$ cat config.mk
export PLATFORM = sky130hd
export DESIGN_NAME = ads_cfg_seq_flat
export DESIGN_NICKNAME = d
export VERILOG_FILES = /design/src/rtl/ads_pkg.sv /design/src/rtl/ads_cfg_seq_if.sv /design/src/rtl/ads_cfg_rom.sv /design/src/rtl/ads_cfg_seq.sv /design/src/flat_wrapper.sv
export SDC_FILE = /design/constraint.sdc
export NUM_CORES = 1
export LEC_CHECK = 0
export ABC_CLOCK_PERIOD_IN_PS = 11200
export CAP_MARGIN = 20
export CELL_PAD_IN_SITES_DETAIL_PLACEMENT = 0
export CELL_PAD_IN_SITES_GLOBAL_PLACEMENT = 1
export CORE_UTILIZATION = 35
export CTS_CLUSTER_SIZE = 40
export DETAILED_ROUTE_END_ITERATION = 8
export MAX_ROUTING_LAYER = met4
export PLACE_DENSITY_LB_ADDON = 0.25
export SLEW_MARGIN = 20
export SYNTH_ARGS = -nofsm -noshare
export SYNTH_HDL_FRONTEND = slang
export SYNTH_HIERARCHICAL = 1
export SYNTH_SLANG_ARGS = --single-unit
export TNS_END_PERCENT = 10
$ cat constraint.sdc
create_clock -name clk_50M -period 11.2 [get_ports clk_50M]
set_input_delay 2.24 -clock clk_50M [delete_from_list [all_inputs] [get_ports clk_50M]]
set_output_delay 2.24 -clock clk_50M [all_outputs]
set_load 0.05 [all_outputs]
$ cat src/rtl/ads_pkg.sv
// Shared definitions for the ADS front-end configuration sequencer.
// Latency: n/a (types and constants only).
// Backpressure: n/a.
package ads_pkg;

    typedef enum logic [2:0] {
        IDLE     = 3'd0,
        PWR_WAIT = 3'd1,
        RST_LOW  = 3'd2,
        RST_WAIT = 3'd3,
        CFG      = 3'd4,
        ID_RD    = 3'd5,
        START    = 3'd6,
        RUN      = 3'd7
    } state_t;

    // ADC command opcodes; WREG/RREG are OR-ed with the register address
    localparam logic [7:0] SDATAC = 8'h11;
    localparam logic [7:0] RDATAC = 8'h10;
    localparam logic [7:0] WREG   = 8'h40;
    localparam logic [7:0] RREG   = 8'h20;

    localparam int         ROM_LEN  = 18;
    localparam logic [3:0] STAT_HDR = 4'hC;

endpackage

$ cat src/rtl/ads_cfg_seq_if.sv
// Byte-transfer link between the sequencer and the SPI shifter.
// Latency: n/a (wires only).
// Backpressure: spi_req is held until the shifter answers with spi_done.
interface ads_cfg_seq_if;
    logic       spi_req;
    logic [7:0] spi_tx;
    logic       spi_done;
    logic [7:0] spi_rx;

    modport master (output spi_req, output spi_tx, input spi_done, input spi_rx);
    modport slave  (input spi_req, input spi_tx, output spi_done, output spi_rx);
endinterface

$ cat src/rtl/ads_cfg_rom.sv
// Power-up register script for the ADC: stop continuous read, write config, read ID.
// Latency: combinational.
// Backpressure: none.
module ads_cfg_rom
    import ads_pkg::*;
(
    input  logic [4:0] idx,
    output logic [7:0] dat
);

    // Script lookup; out-of-range indices read as 00
    always_comb begin
        dat = 8'h00;
        case (idx)
            5'd0:  dat = SDATAC;
            5'd1:  dat = WREG | 8'h01;   // write starting at CONFIG1
            5'd2:  dat = 8'h02;          // three registers
            5'd3:  dat = 8'hD6;
            5'd4:  dat = 8'hE3;
            5'd5:  dat = 8'h40;
            5'd6:  dat = WREG | 8'h05;   // write starting at CH1SET
            5'd7:  dat = 8'h07;          // eight channel registers
            5'd8:  dat = 8'h10;
            5'd9:  dat = 8'h10;
            5'd10: dat = 8'h10;
            5'd11: dat = 8'h10;
            5'd12: dat = 8'h10;
            5'd13: dat = 8'h10;
            5'd14: dat = 8'h10;
            5'd15: dat = 8'h10;
            5'd16: dat = RREG | 8'h00;   // read ID register
            5'd17: dat = 8'h00;
            default: dat = 8'h00;
        endcase
    end

endmodule

$ cat src/rtl/ads_cfg_seq.sv
// ADC bring-up sequencer (power, reset, register script, ID read) then DRDY-driven frame reader.
// Latency: ch_valid/status update one cycle after the spi_done of the word's third byte.
// Backpressure: each byte waits on spi_done, then exactly BYTE_GAP idle cycles; optional ADS_STATUS_CHECK_EN adds stat_err.
module ads_cfg_seq
    import ads_pkg::*;
#(
    parameter logic [20:0] T_PWR       = 21'h1FFFFF,
    parameter logic [20:0] T_RST_LOW   = 21'h100,
    parameter logic [20:0] T_RST_WAIT  = 21'h10000,
    parameter int          BYTE_GAP    = 16,
    parameter int          FRAME_BYTES = 27
) (
    input  logic          clk_50M,
    input  logic          rst,
    input  logic          ads_drdy_n,
    output logic          ads_cs_n,
    output logic          ads_start,
    output logic          ads_reset_n,
    output logic          ads_pwdn_n,
    ads_cfg_seq_if.master spi,
    output logic          init_done,
    output logic [7:0]    dev_id,
    output logic [23:0]   ch_data,
    output logic [2:0]    ch_idx,
    output logic          ch_valid,
    output logic [23:0]   status,
    output logic          overrun
`ifdef ADS_STATUS_CHECK_EN
    ,
    output logic          stat_err
`endif
);

    localparam logic [20:0] GAP_M1   = 21'(BYTE_GAP - 1);
    localparam logic [4:0]  LAST_ROM = 5'(ROM_LEN - 1);
    localparam logic [4:0]  LAST_FB  = 5'(FRAME_BYTES - 1);

    state_t      state;
    logic [20:0] cnt;
    logic [4:0]  byte_idx;
    logic [1:0]  grp;        // byte position inside the current 24-bit word
    logic [3:0]  word;       // 0 = status word, k = channel k-1
    logic        frame_act;
    logic [15:0] sh;         // first two bytes of the word being assembled
    logic [2:0]  drdy_sync;
    logic        drdy_fall;
    logic [7:0]  rom_dat;
    logic        xfer_done;
    logic        gap_hit;

    ads_cfg_rom u_rom (
        .idx (byte_idx),
        .dat (rom_dat)
    );

    // A done pulse only counts while a request is outstanding
    assign xfer_done = spi.spi_req & spi.spi_done;
    // Next byte may go out once the idle gap after the previous done has elapsed
    assign gap_hit   = ~spi.spi_req & (cnt == GAP_M1);
    assign drdy_fall = drdy_sync[2] & ~drdy_sync[1];

    // Two-flop synchroniser on DRDY plus one history flop for edge detection
    always_ff @(posedge clk_50M or posedge rst) begin
        if (rst) drdy_sync <= 3'b111;
        else     drdy_sync <= {drdy_sync[1:0], ads_drdy_n};
    end

    // Sequencer FSM with registered pin, SPI and result outputs
    always_ff @(posedge clk_50M or posedge rst) begin
        if (rst) begin
            state        <= IDLE;
            cnt          <= '0;
            byte_idx     <= '0;
            grp          <= '0;
            word         <= '0;
            frame_act    <= 1'b0;
            sh           <= '0;
            ads_cs_n     <= 1'b1;
            ads_start    <= 1'b0;
            ads_reset_n  <= 1'b0;
            ads_pwdn_n   <= 1'b0;
            spi.spi_req  <= 1'b0;
            spi.spi_tx   <= '0;
            init_done    <= 1'b0;
            dev_id       <= '0;
            ch_data      <= '0;
            ch_idx       <= '0;
            ch_valid     <= 1'b0;
            status       <= '0;
            overrun      <= 1'b0;
`ifdef ADS_STATUS_CHECK_EN
            stat_err     <= 1'b0;
`endif
        end else begin
            ch_valid <= 1'b0;
            cnt      <= cnt + 21'd1;
            case (state)
                IDLE: begin
                    state       <= PWR_WAIT;
                    cnt         <= '0;
                    ads_pwdn_n  <= 1'b1;
                    ads_reset_n <= 1'b1;
                end
                PWR_WAIT: begin
                    if (cnt == T_PWR - 21'd1) begin
                        state       <= RST_LOW;
                        cnt         <= '0;
                        ads_reset_n <= 1'b0;
                    end
                end
                RST_LOW: begin
                    if (cnt == T_RST_LOW - 21'd1) begin
                        state       <= RST_WAIT;
                        cnt         <= '0;
                        ads_reset_n <= 1'b1;
                    end
                end
                RST_WAIT: begin
                    if (cnt == T_RST_WAIT - 21'd1) begin
                        state    <= CFG;
                        cnt      <= '0;
                        byte_idx <= '0;
                    end
                end
                CFG: begin
                    if (gap_hit) begin
                        spi.spi_req <= 1'b1;
                        spi.spi_tx  <= rom_dat;
                        ads_cs_n    <= 1'b0;
                    end else if (xfer_done) begin
                        spi.spi_req <= 1'b0;
                        cnt         <= '0;
                        if (byte_idx == LAST_ROM) begin
                            ads_cs_n <= 1'b1;
                            state    <= ID_RD;
                            byte_idx <= '0;
                        end else begin
                            byte_idx <= byte_idx + 5'd1;
                        end
                    end
                end
                ID_RD: begin
                    // Dummy byte clocks out the ID, then RDATAC arms continuous read
                    if (gap_hit) begin
                        spi.spi_req <= 1'b1;
                        spi.spi_tx  <= (byte_idx == 5'd0) ? 8'h00 : RDATAC;
                        ads_cs_n    <= 1'b0;
                    end else if (xfer_done) begin
                        spi.spi_req <= 1'b0;
                        cnt         <= '0;
                        if (byte_idx == 5'd0) begin
                            dev_id   <= spi.spi_rx;
                            byte_idx <= 5'd1;
                        end else begin
                            ads_cs_n <= 1'b1;
                            state    <= START;
                        end
                    end
                end
                START: begin
                    ads_start <= 1'b1;
                    init_done <= 1'b1;
                    state     <= RUN;
                    cnt       <= '0;
                    byte_idx  <= '0;
                end
                RUN: begin
                    if (drdy_fall) begin
                        if (frame_act) begin
                            overrun <= 1'b1;
                        end else begin
                            frame_act   <= 1'b1;
                            byte_idx    <= '0;
                            grp         <= '0;
                            word        <= '0;
                            spi.spi_req <= 1'b1;
                            spi.spi_tx  <= 8'h00;
                            ads_cs_n    <= 1'b0;
                        end
                    end
                    if (frame_act) begin
                        if (gap_hit) begin
                            spi.spi_req <= 1'b1;
                            spi.spi_tx  <= 8'h00;
                        end else if (xfer_done) begin
                            spi.spi_req <= 1'b0;
                            cnt         <= '0;
                            sh          <= {sh[7:0], spi.spi_rx};
                            byte_idx    <= byte_idx + 5'd1;
                            if (grp == 2'd2) begin
                                grp  <= '0;
                                word <= word + 4'd1;
                                if (word == 4'd0) begin
                                    status <= {sh, spi.spi_rx};
`ifdef ADS_STATUS_CHECK_EN
                                    if (sh[15:12] != STAT_HDR) stat_err <= 1'b1;
`endif
                                end else begin
                                    ch_data  <= {sh, spi.spi_rx};
                                    ch_idx   <= 3'(word - 4'd1);
                                    ch_valid <= 1'b1;
                                end
                            end else begin
                                grp <= grp + 2'd1;
                            end
                            if (byte_idx == LAST_FB) begin
                                frame_act <= 1'b0;
                                ads_cs_n  <= 1'b1;
                            end
                        end
                    end
                end
                default: state <= IDLE;
            endcase
        end
    end

endmodule

$ cat src/flat_wrapper.sv
// flat-port wrapper written by rule: the top's interface ports become plain ports
module ads_cfg_seq_flat import ads_pkg::*;
#(
    parameter logic [20:0] T_PWR       = 21'h1FFFFF,
    parameter logic [20:0] T_RST_LOW   = 21'h100,
    parameter logic [20:0] T_RST_WAIT  = 21'h10000,
    parameter int          BYTE_GAP    = 16,
    parameter int          FRAME_BYTES = 27
)
  (clk_50M, rst, ads_drdy_n, ads_cs_n, ads_start, ads_reset_n, ads_pwdn_n, init_done, dev_id, ch_data, ch_idx, ch_valid, status, overrun, spi_spi_req, spi_spi_tx, spi_spi_done, spi_spi_rx);
  ads_cfg_seq_if spi_i ();
  input  logic clk_50M;
  input  logic rst;
  input  logic ads_drdy_n;
  output logic ads_cs_n;
  output logic ads_start;
  output logic ads_reset_n;
  output logic ads_pwdn_n;
  output logic init_done;
  output logic [7:0] dev_id;
  output logic [23:0] ch_data;
  output logic [2:0] ch_idx;
  output logic ch_valid;
  output logic [23:0] status;
  output logic overrun;
  output wire logic [$bits(spi_i.spi_req)-1:0] spi_spi_req;
  output wire logic [$bits(spi_i.spi_tx)-1:0] spi_spi_tx;
  input wire logic [$bits(spi_i.spi_done)-1:0] spi_spi_done;
  input wire logic [$bits(spi_i.spi_rx)-1:0] spi_spi_rx;
  assign spi_spi_req = spi_i.spi_req;
  assign spi_spi_tx = spi_i.spi_tx;
  assign spi_i.spi_done = spi_spi_done;
  assign spi_i.spi_rx = spi_spi_rx;
  ads_cfg_seq #(.T_PWR(T_PWR), .T_RST_LOW(T_RST_LOW), .T_RST_WAIT(T_RST_WAIT), .BYTE_GAP(BYTE_GAP), .FRAME_BYTES(FRAME_BYTES)) u_core (.clk_50M(clk_50M), .rst(rst), .ads_drdy_n(ads_drdy_n), .ads_cs_n(ads_cs_n), .ads_start(ads_start), .ads_reset_n(ads_reset_n), .ads_pwdn_n(ads_pwdn_n), .spi(spi_i), .init_done(init_done), .dev_id(dev_id), .ch_data(ch_data), .ch_idx(ch_idx), .ch_valid(ch_valid), .status(status), .overrun(overrun));
endmodule
* Yosys cells after proc, flatten, opt, wreduce, memory -nomap -nowiden
Memory sizes are Yosys's and may differ from the RTL's.
Index checks and enable logic that the tools add are counted.
** Storage, ports and cells
- Register bits after elaboration :: 129
- Bits in read-only memories :: 224
- Input port bits :: 12
- Word-level logic and storage cells :: 170
- Memories kept :: 1
** Memories
- (name not given) :: depth 32, width 7, read ports 1, clocked after memory_dff 0, write ports 0, RTL line ads_cfg_rom.sv:14 : case (idx)
** Operators by class
- $add $sub $neg :: 5
- Equal/unequal tests :: 31
- Muxes and demuxes :: 85
- Bitwise gates (word level) :: 7
- Reductions and logical operators :: 21
** Operators with widths (number)
- $mux 21 :: 6
- $pmux 21 s6 :: 1
- $mux 5 :: 13
- $mux 8 :: 6
- $mux 1 :: 32
- $mux 3 :: 9
- $pmux 5 s5 :: 1
- $mux 4 :: 6
- $pmux 8 s3 :: 1
- $add 21x1->21 const B :: 1
- $eq 21x16->1 const B :: 1
- $eq 21x21->1 const B :: 1
- $eq 21x4->1 const B :: 1
- $eq 21x8->1 const B :: 1
- $pmux 3 s7 :: 1
- $ne 2x1->1 const B :: 9
- $eq 3x3->1 const B :: 4
- $mux 2 :: 6
- $ne 3x1->1 const B :: 4
- $reduce_and 6->1 :: 2
- $eq 5x5->1 const B :: 2
- $reduce_and 10->1 :: 1
- $reduce_and 3->1 :: 3
- $reduce_and 4->1 :: 2
- 24 further kinds :: 35

* Logic depth before layout (Yosys ltp)
Gate-level depths: netlist of the first run.
- Word-level depth :: 8
- Depth in mapped cells :: 10

* Cells and area by module
The synthesis of the first run kept the hierarchy.
** Modules (own cells, without submodules)
- ads_cfg_seq :: times used 1, cells each 458, area each 5662.9 µm², sequential area each 3233.1 µm²
- ads_cfg_rom :: times used 1, cells each 25, area each 176.4 µm², sequential area each 0.0 µm²

* Worst setup path before layout of the first run
Ideal clock, no wire load.
- Path type :: input-to-reg
- Start point :: input port spi_spi_done
- End point :: register u_core.ch_data[0]
- Library setup time :: 0.125 ns
- Arrival time :: 3.570 ns
- Setup slack :: 7.506 ns
- Stages :: 6
- Path buffers :: 1
- Path through :: nand3_1 -> nor3b_1 -> and2_1 -> nand2b_1 -> buf_1 -> mux2_2
** Between the ends
- Cells in the longest elaborated chain, start to end :: 2
** Ends and longest elaborated chain
- start: declaration :: RTL line flat_wrapper.sv:28 : input wire logic [$bits(spi_i.spi_done)-1:0] spi_spi_done;
- $and 1x1->1 :: RTL line ads_cfg_seq.sv:57 : assign xfer_done = spi.spi_req & spi.spi_done;
- $reduce_and 6->1 (no line)
- end signal: assignment :: RTL line ads_cfg_seq.sv:199 : ch_data <= {sh, spi.spi_rx};
- end: declaration :: RTL line ads_cfg_seq.sv:23 : output logic [23:0] ch_data,
Every way passes these cells.
A chain may end at the register's enable or synchronous reset.

* Worst setup path after layout of the first run
- Start point :: input port spi_spi_done
- End point :: register u_core.ch_data[9]
Same word-level chain as after synthesis.

==> results of run 1 <==
## layer usage
metal / routed length [µm] / global-route usage / up-vias / share of wire
met5: 0 / - / - / 0
met4: 146 / 0.0588 / 0 / 0.012
met3: 361 / 0.0367 / 16 / 0.029
met2: 6150 / 0.249 / 61 / 0.50
met1: 5730 / 0.197 / 1986 / 0.46
li1: - / - / 1892 / -
## final cells by class
| class | instances | area, µm² |
|---|---|---|
| fillers | 1467 | 8570 |
| flip-flops and latches | 129 | 3230 |
| multi-input cells | 321 | 2460 |
| repair buffers | 89 | 883 |
| clock buffers | 19 | 453 |
| well taps | 216 | 270 |
| clock inverters | 13 | 126 |
| inverters | 15 | 58.8 |
## layout by cell type (no fill, tap or decap), types with 10 or more instances in the layout
master           synthesis  routed
inv_1                   15      14
ha_1                    16      16
xor2_1                  11      11
o21ai_0                 14      14
a21oi_1                 15      15
nand3_1                 12      12
xnor2_1                 10      10
clkbuf_16                0      17
mux2_2                  74      74
clkdlybuf4s50_1          0      86
dfrtp_1                125     125
a22o_1                  11      11
nor2_1                  47      47
nand2_1                 28      27
## cell usage after synthesis, drive strengths merged, types with 3 or more instances
cell    number
a21oi       15
nand3       12
a22o        12
dfrtp      125
nor3         6
a21o         6
and3         4
buf         12
and2         3
dfstp        4
nand2b       5
nor3b        5
or4          4
xor2        11
mux2        75
ha          16
xnor2       10
nor2        49
nand2       28
o31ai        3
clkbuf       6
inv         15
nand4        7
o21ai       14
nor2b        4
a31o         3
## how the worst max path moves through the flow
stage,from,to,slack [ns],cells past startpoint
final,spi_spi_done,u_core/ch_data[9],6.85,7
after global routing,spi_spi_done,u_core/ch_data[9],6.63,7
after CTS,spi_spi_done,u_core/status[13],6.57,6
after detailed placement,spi_spi_done,u_core/status[19],6.15,6
after global placement,spi_spi_done,u_core/status[1],6.21,6
after floorplan,rst,u_core/ads_pwdn_n,5.53,1
## registers in the layout (all words and copies together), names as in the netlist, 4 cells and up
name / flops
u_core/spi.spi_tx: 8
u_core/dev_id: 8
u_core/ch_data: 24
u_core/byte_idx: 5
u_core/sh: 16
u_core/cnt: 21
u_core/status: 24
u_core/word: 4
## cell families after synthesis
kind of cell | after synthesis
and+or+nand+nor | 138
muxes | 77
other | 1
xor gates and xnor gates | 21
adders and majority gates | 16
buffers and inverters | 33
DFF | 129
AOI/OAI and AO/OA | 68
## power by group through the flow
| stage | clock, mW | combinational, mW | sequential (mW) |
|---|---|---|---|
| floorplan | 0 | 0.195 | 0.575 |
| global placement | 0 | 0.294 | 0.550 |
| detailed placement | 0 | 0.299 | 0.552 |
| CTS | 0.548 | 0.301 | 0.544 |
| global route | 0.571 | 0.327 | 0.551 |
| finish | 0.533 | 0.297 | 0.544 |
==> impl_results.md, run 1 <==
- Status: complete, no violations
- DRT Wirelength: 12.4 mm
- PD cells: 183 nW/µm²
- Final max-slew violation count: 0
- Placed inst area: 6900 µm²
- Fmax achieved: 0.230 GHz
- Cell Chain, Critical Path: clkdlybuf4s50_1 > nand3_1 > nor3b_1 > and2_1 > nand2b_1 > buf_4 > mux2_2
- Max-Slew Margin vs Limit: 0.337
- Post-Synthesis Cells: 483
- Final ANT Viol Nets: 0
- RSZ-0062 raised after global routing: no
- Top_reg_cell synth: dfrtp_1
- Hold endpoint: u_core/drdy_sync[2]
- IR drop worst, VDD: 116 µV
- Clock tree from TritonCTS: yes
- I/O Pins: 87
- Slew @ Worst Pin: 0.990 ns
- Crit path time final: 4.35 ns
- Hold buffers post-CTS: 0
- Number of detailed-route iterations in the first pass: 4
- Starting DRT DRC Count: 154
- Clk root buf: clkbuf_16
- Post-CTS Setup Inserts: 0
- Mux cell area share after synthesis: 0.148
- Fin area: 7480 µm²
- Post-route setup slack: 6.85 ns
- Aggregate negative setup slack: 0 ns
- Die ar.: 17,200 µm²
- Gate power share: 0.216
- Final Hold Viols: 0
- Fin Clk Skew: 0.00808 ns
- Synthesized flop and latch total: 129
- Worst hold slack: 0.367 ns
- Crit path max fanout: 20
- CTS clk-pin slew, worst paths: 0.06 ns
- ANT cells: 0
- Total gr overflow: 0
- Synth Area in Compound Gates: 0.0829
- Max_cap viols: 0
- Layout Cells excl Fill: 802
- Worst path bufs/invs: 2
- Place WS: 6.15 ns
- Die width: 131 µm
- Crit. End Element: register
- Final #Nets: 601
- Total core area: 16,100 µm²
- H-tree Lvls: 4
- Critical path class: input port to register
- Cts bufs inserted: 17
- Largest family of logic cells by synthesized area: multiplexers
- Fraction of the yosys area taken by sequential cells: 0.554
- Final Setup Violations: 0
- Net count of the mapped netlist: 511
- CTS Sinks: 129
- Largest net degree at the start of global routing: 76
- CTS resizes: 0
- Cell Area, Synth: 5840 µm²
- Net Sw Frac: 0.319
- Largest area contributor in the netlist: dfrtp_1
- Post-DP HPWL: 8.55 mm
- CP max stage cell: clkdlybuf4s50_1
- Worst hold stages: 0
- Synth async-reset ratio: 1.00
- CP delay by family, top: simple AND/OR/NAND/NOR gates
- Worst R2R Start: u_core/byte_idx[0]
- Die H: 131 µm
- Routed len/inst: 15.4 µm
- Dominant cells by area after synthesis: dfrtp_1 54%, mux2_2 14%, ha_1 3.4%
- Area growth from synthesis to layout: 28.2%
- Remaining DRCs: 0
- Int Pwr: 0.935 mW
- Post-synthesis xor/xnor area fraction: 0.0315
- Clk buf depth: 2
- Leakage: 3.41 nW
- Std cell rows: 46
- Post-Synth Simple-Gate Area: 0.123
- Initial antenna violation count: 0
- Share of the synthesized area in the top cell type: 0.536
- First-pass GRT wire length: 20.7 mm
- GPL Wtd Cong: 0.781
- Period utilisation layout: 0.388
- Final Power: 1.37 mW
- Critical hold path startpoint: u_core/drdy_sync[1]
- Fin util: 0.466
- Vias per cell: 4.93
- Share of layout cells above drive strength 1: 0.234
- Yosys warnings: 6
- Synth Area in Adders: 0.0343
- Seq pwr share: 0.396
- Overall via count from detail_route: 3,955
- Starting density of the core: 0.364
- Critical path data arrival time: 4.64 ns
- P_sw: 0.439 mW
- Post-placement cell count: 770
- R2r setup slk: 8.45 ns
- Slowest stage delay, CP: 0.54 ns
- CP Launch Type: input port
- Worst reg2reg path depth: 6
- Syn Area/Cell: 12.1 µm²
- Clock latency on the worst-skew pair: 0.41 ns
- Post-synth cell types: 66
- Number of synthesized flops with an enable pin: 0
- # port buffers: 86
- CP required: 11.49 ns
- Clock share of power: 0.388
- Total track usage: 0.158
- Reg2Reg Capture Point: u_core/dev_id[6]
- Hold Crit Class: register to register
- Vias in the first global route: 3,921
Note: power is estimated with default switching activity, not from simulation.
==> run 2, diff against run 1 <==
Settings changed: ABC_CLOCK_PERIOD_IN_PS 11200 to 3500.
Clock period 11.2 ns to 3.5 ns, I/O delays scaled along.
==> run 2 against run 1 <==
First-iteration DRC count rose by 16%. Routed wire length fell by 1.9%. Via count fell by 1.7%. Critical path type unchanged.
==> impl_results.md, run 2 (same netlist as run 1, synthesis figures left out) <==
- Clock tree from TritonCTS: yes
- # port buffers: 86
- Area growth from synthesis to layout: 28.6%
- Hold buffers post-CTS: 0
- Max_cap viols: 0
- Post-DP HPWL: 8.24 mm
- Routed len/inst: 15.1 µm
- Slowest stage delay, CP: 0.55 ns
- Net Sw Frac: 0.309
- Worst hold stages: 0
- Slew @ Worst Pin: 0.727 ns
- Period utilisation layout: 0.720
- Total gr overflow: 0
- Share of layout cells above drive strength 1: 0.232
- RSZ-0062 raised after global routing: no
- CP delay by family, top: simple AND/OR/NAND/NOR gates
- Most frequent cells in the layout: 125 x dfrtp_1, 86 x clkdlybuf4s50_1, 74 x mux2_2
- Status: complete, no violations
- Starting DRT DRC Count: 178
- Die H: 131 µm
- Crit. End Element: register
- # fillers: 1,484
- Seq pwr share: 0.396
- Gate power share: 0.214
- Die ar.: 17,200 µm²
- Total track usage: 0.154
- Final max-slew violation count: 0
- GPL Wtd Cong: 0.779
- Critical path class: input port to register
- Crit path max fanout: 31
- CTS resizes: 0
- Clk buf depth: 2
- P_sw: 1.36 mW
- CP max stage cell: clkdlybuf4s50_1
- Total core area: 16,100 µm²
- Clock share of power: 0.389
- Final Setup Violations: 0
- Overall via count from detail_route: 3,886
- I/O Pins: 87
- Max-Slew Margin vs Limit: 0.511
- Most common cell after layout, fill and taps aside: dfrtp_1
- H-tree Lvls: 4
- Reg2Reg Capture Point: u_core/byte_idx[3]
- Post-CTS Setup Inserts: 0
- Crit path time final: 2.52 ns
- PD cells: 585 nW/µm²
- Std cell rows: 46
- Int Pwr: 3.03 mW
- Worst hold slack: 0.367 ns
- Fin Clk Skew: 0.0101 ns
- R2r setup slk: 1.01 ns
- Cell Chain, Critical Path: clkdlybuf4s50_1 > nand3_1 > nor3b_1 > and2_1 > nand2b_1 > buf_4 > mux2_2
- IR drop worst, VDD: 397 µV
- Clock latency on the worst-skew pair: 0.41 ns
- Hold Crit Class: register to register
- Clk root buf: clkbuf_16
- Worst R2R Start: u_core/byte_idx[0]
- CP required: 3.79 ns
- Final #Nets: 603
- Critical hold path startpoint: u_core/drdy_sync[1]
- Final ANT Viol Nets: 0
- DRT Wirelength: 12.2 mm
- CTS Sinks: 129
- Die width: 131 µm
- Vias in the first global route: 3,878
- Fmax achieved: 0.397 GHz
- Vias per cell: 4.84
- Final Hold Viols: 0
- CTS clk-pin slew, worst paths: 0.05 ns
- Initial antenna violation count: 0
- Largest net degree at the start of global routing: 130
- Critical path data arrival time: 2.81 ns
- Worst path bufs/invs: 2
- Leakage: 3.42 nW
- Remaining DRCs: 0
- Top Registers: u_core/ch_data (24), u_core/status (24), u_core/cnt (21)
- Hold endpoint: u_core/drdy_sync[2]
- CP Launch Type: input port
- Number of detailed-route iterations in the first pass: 4
- First-pass GRT wire length: 20.5 mm
- Cts bufs inserted: 17
- Worst reg2reg path depth: 7
- Starting density of the core: 0.364
- Aggregate negative setup slack: 0 ns
- ANT cells: 0
## run 2: changes by cell type in the layout (fill, tap and decap cells not counted), sizes merged
cell / change
bufinv: +1
clkinvlp: +1
buf: +2
inv: -3
## run 2: power by group through the flow
stage | Combinational [mW] | Clock, mW | Sequential [mW]
2_1_floorplan | 0.626 | 0 | 1.84
3_3_place_gp | 0.941 | 0 | 1.76
3_5_place_dp | 0.950 | 0 | 1.77
4_1_cts | 0.956 | 1.76 | 1.74
5_1_grt | 1.04 | 1.82 | 1.76
6_report | 0.942 | 1.71 | 1.74
## run 2: layer usage
| metal | vias up | track usage | wire length, µm |
|---|---|---|---|
| met2 | 55 | 0.236 | 5790 |
| met4 | 0 | 0.0588 | 146 |
| li1 | 1883 | - | - |
| met1 | 1939 | 0.202 | 5910 |
| met5 | - | - | 0 |
| met3 | 9 | 0.0309 | 304 |
## run 2: layout make-up
class	instances	area (µm²)	area share
clock inverters	12	135	0.0180
well taps	216	270	0.0360
inverters	15	60.1	0.00800
flip-flops and latches	129	3230	0.431
multi-input cells	321	2460	0.327
clock buffers	19	443	0.0590
repair buffers	91	911	0.121
## run 2: how the worst max path moves through the flow
stage,from,endpoint,depth (start not counted)
2_1_floorplan,rst,u_core/ads_pwdn_n,1
6_report,spi_spi_done,u_core/ch_data[18],7
3_3_place_gp,spi_spi_done,u_core/ch_data[15],7
4_1_cts,u_core/cnt[12],u_core/cnt[17],6
3_5_place_dp,spi_spi_done,u_core/ch_data[18],7
5_1_grt,u_core/cnt[0],u_core/cnt[6],7
## run 2: through the flow
stage               total power [mW]  utilization  setup slack (ns)  std cells  area (µm²)
CTS                             4.46        0.468             0.953        803        7510
global placement                2.70        0.432             0.650        772        6930
finish                          4.39        0.468             0.979        803        7510
floorplan                       2.46            -              1.21        483        5840
detailed placement              2.72        0.432             0.541        772        6930
global route                    4.63        0.468             0.783        803        7510
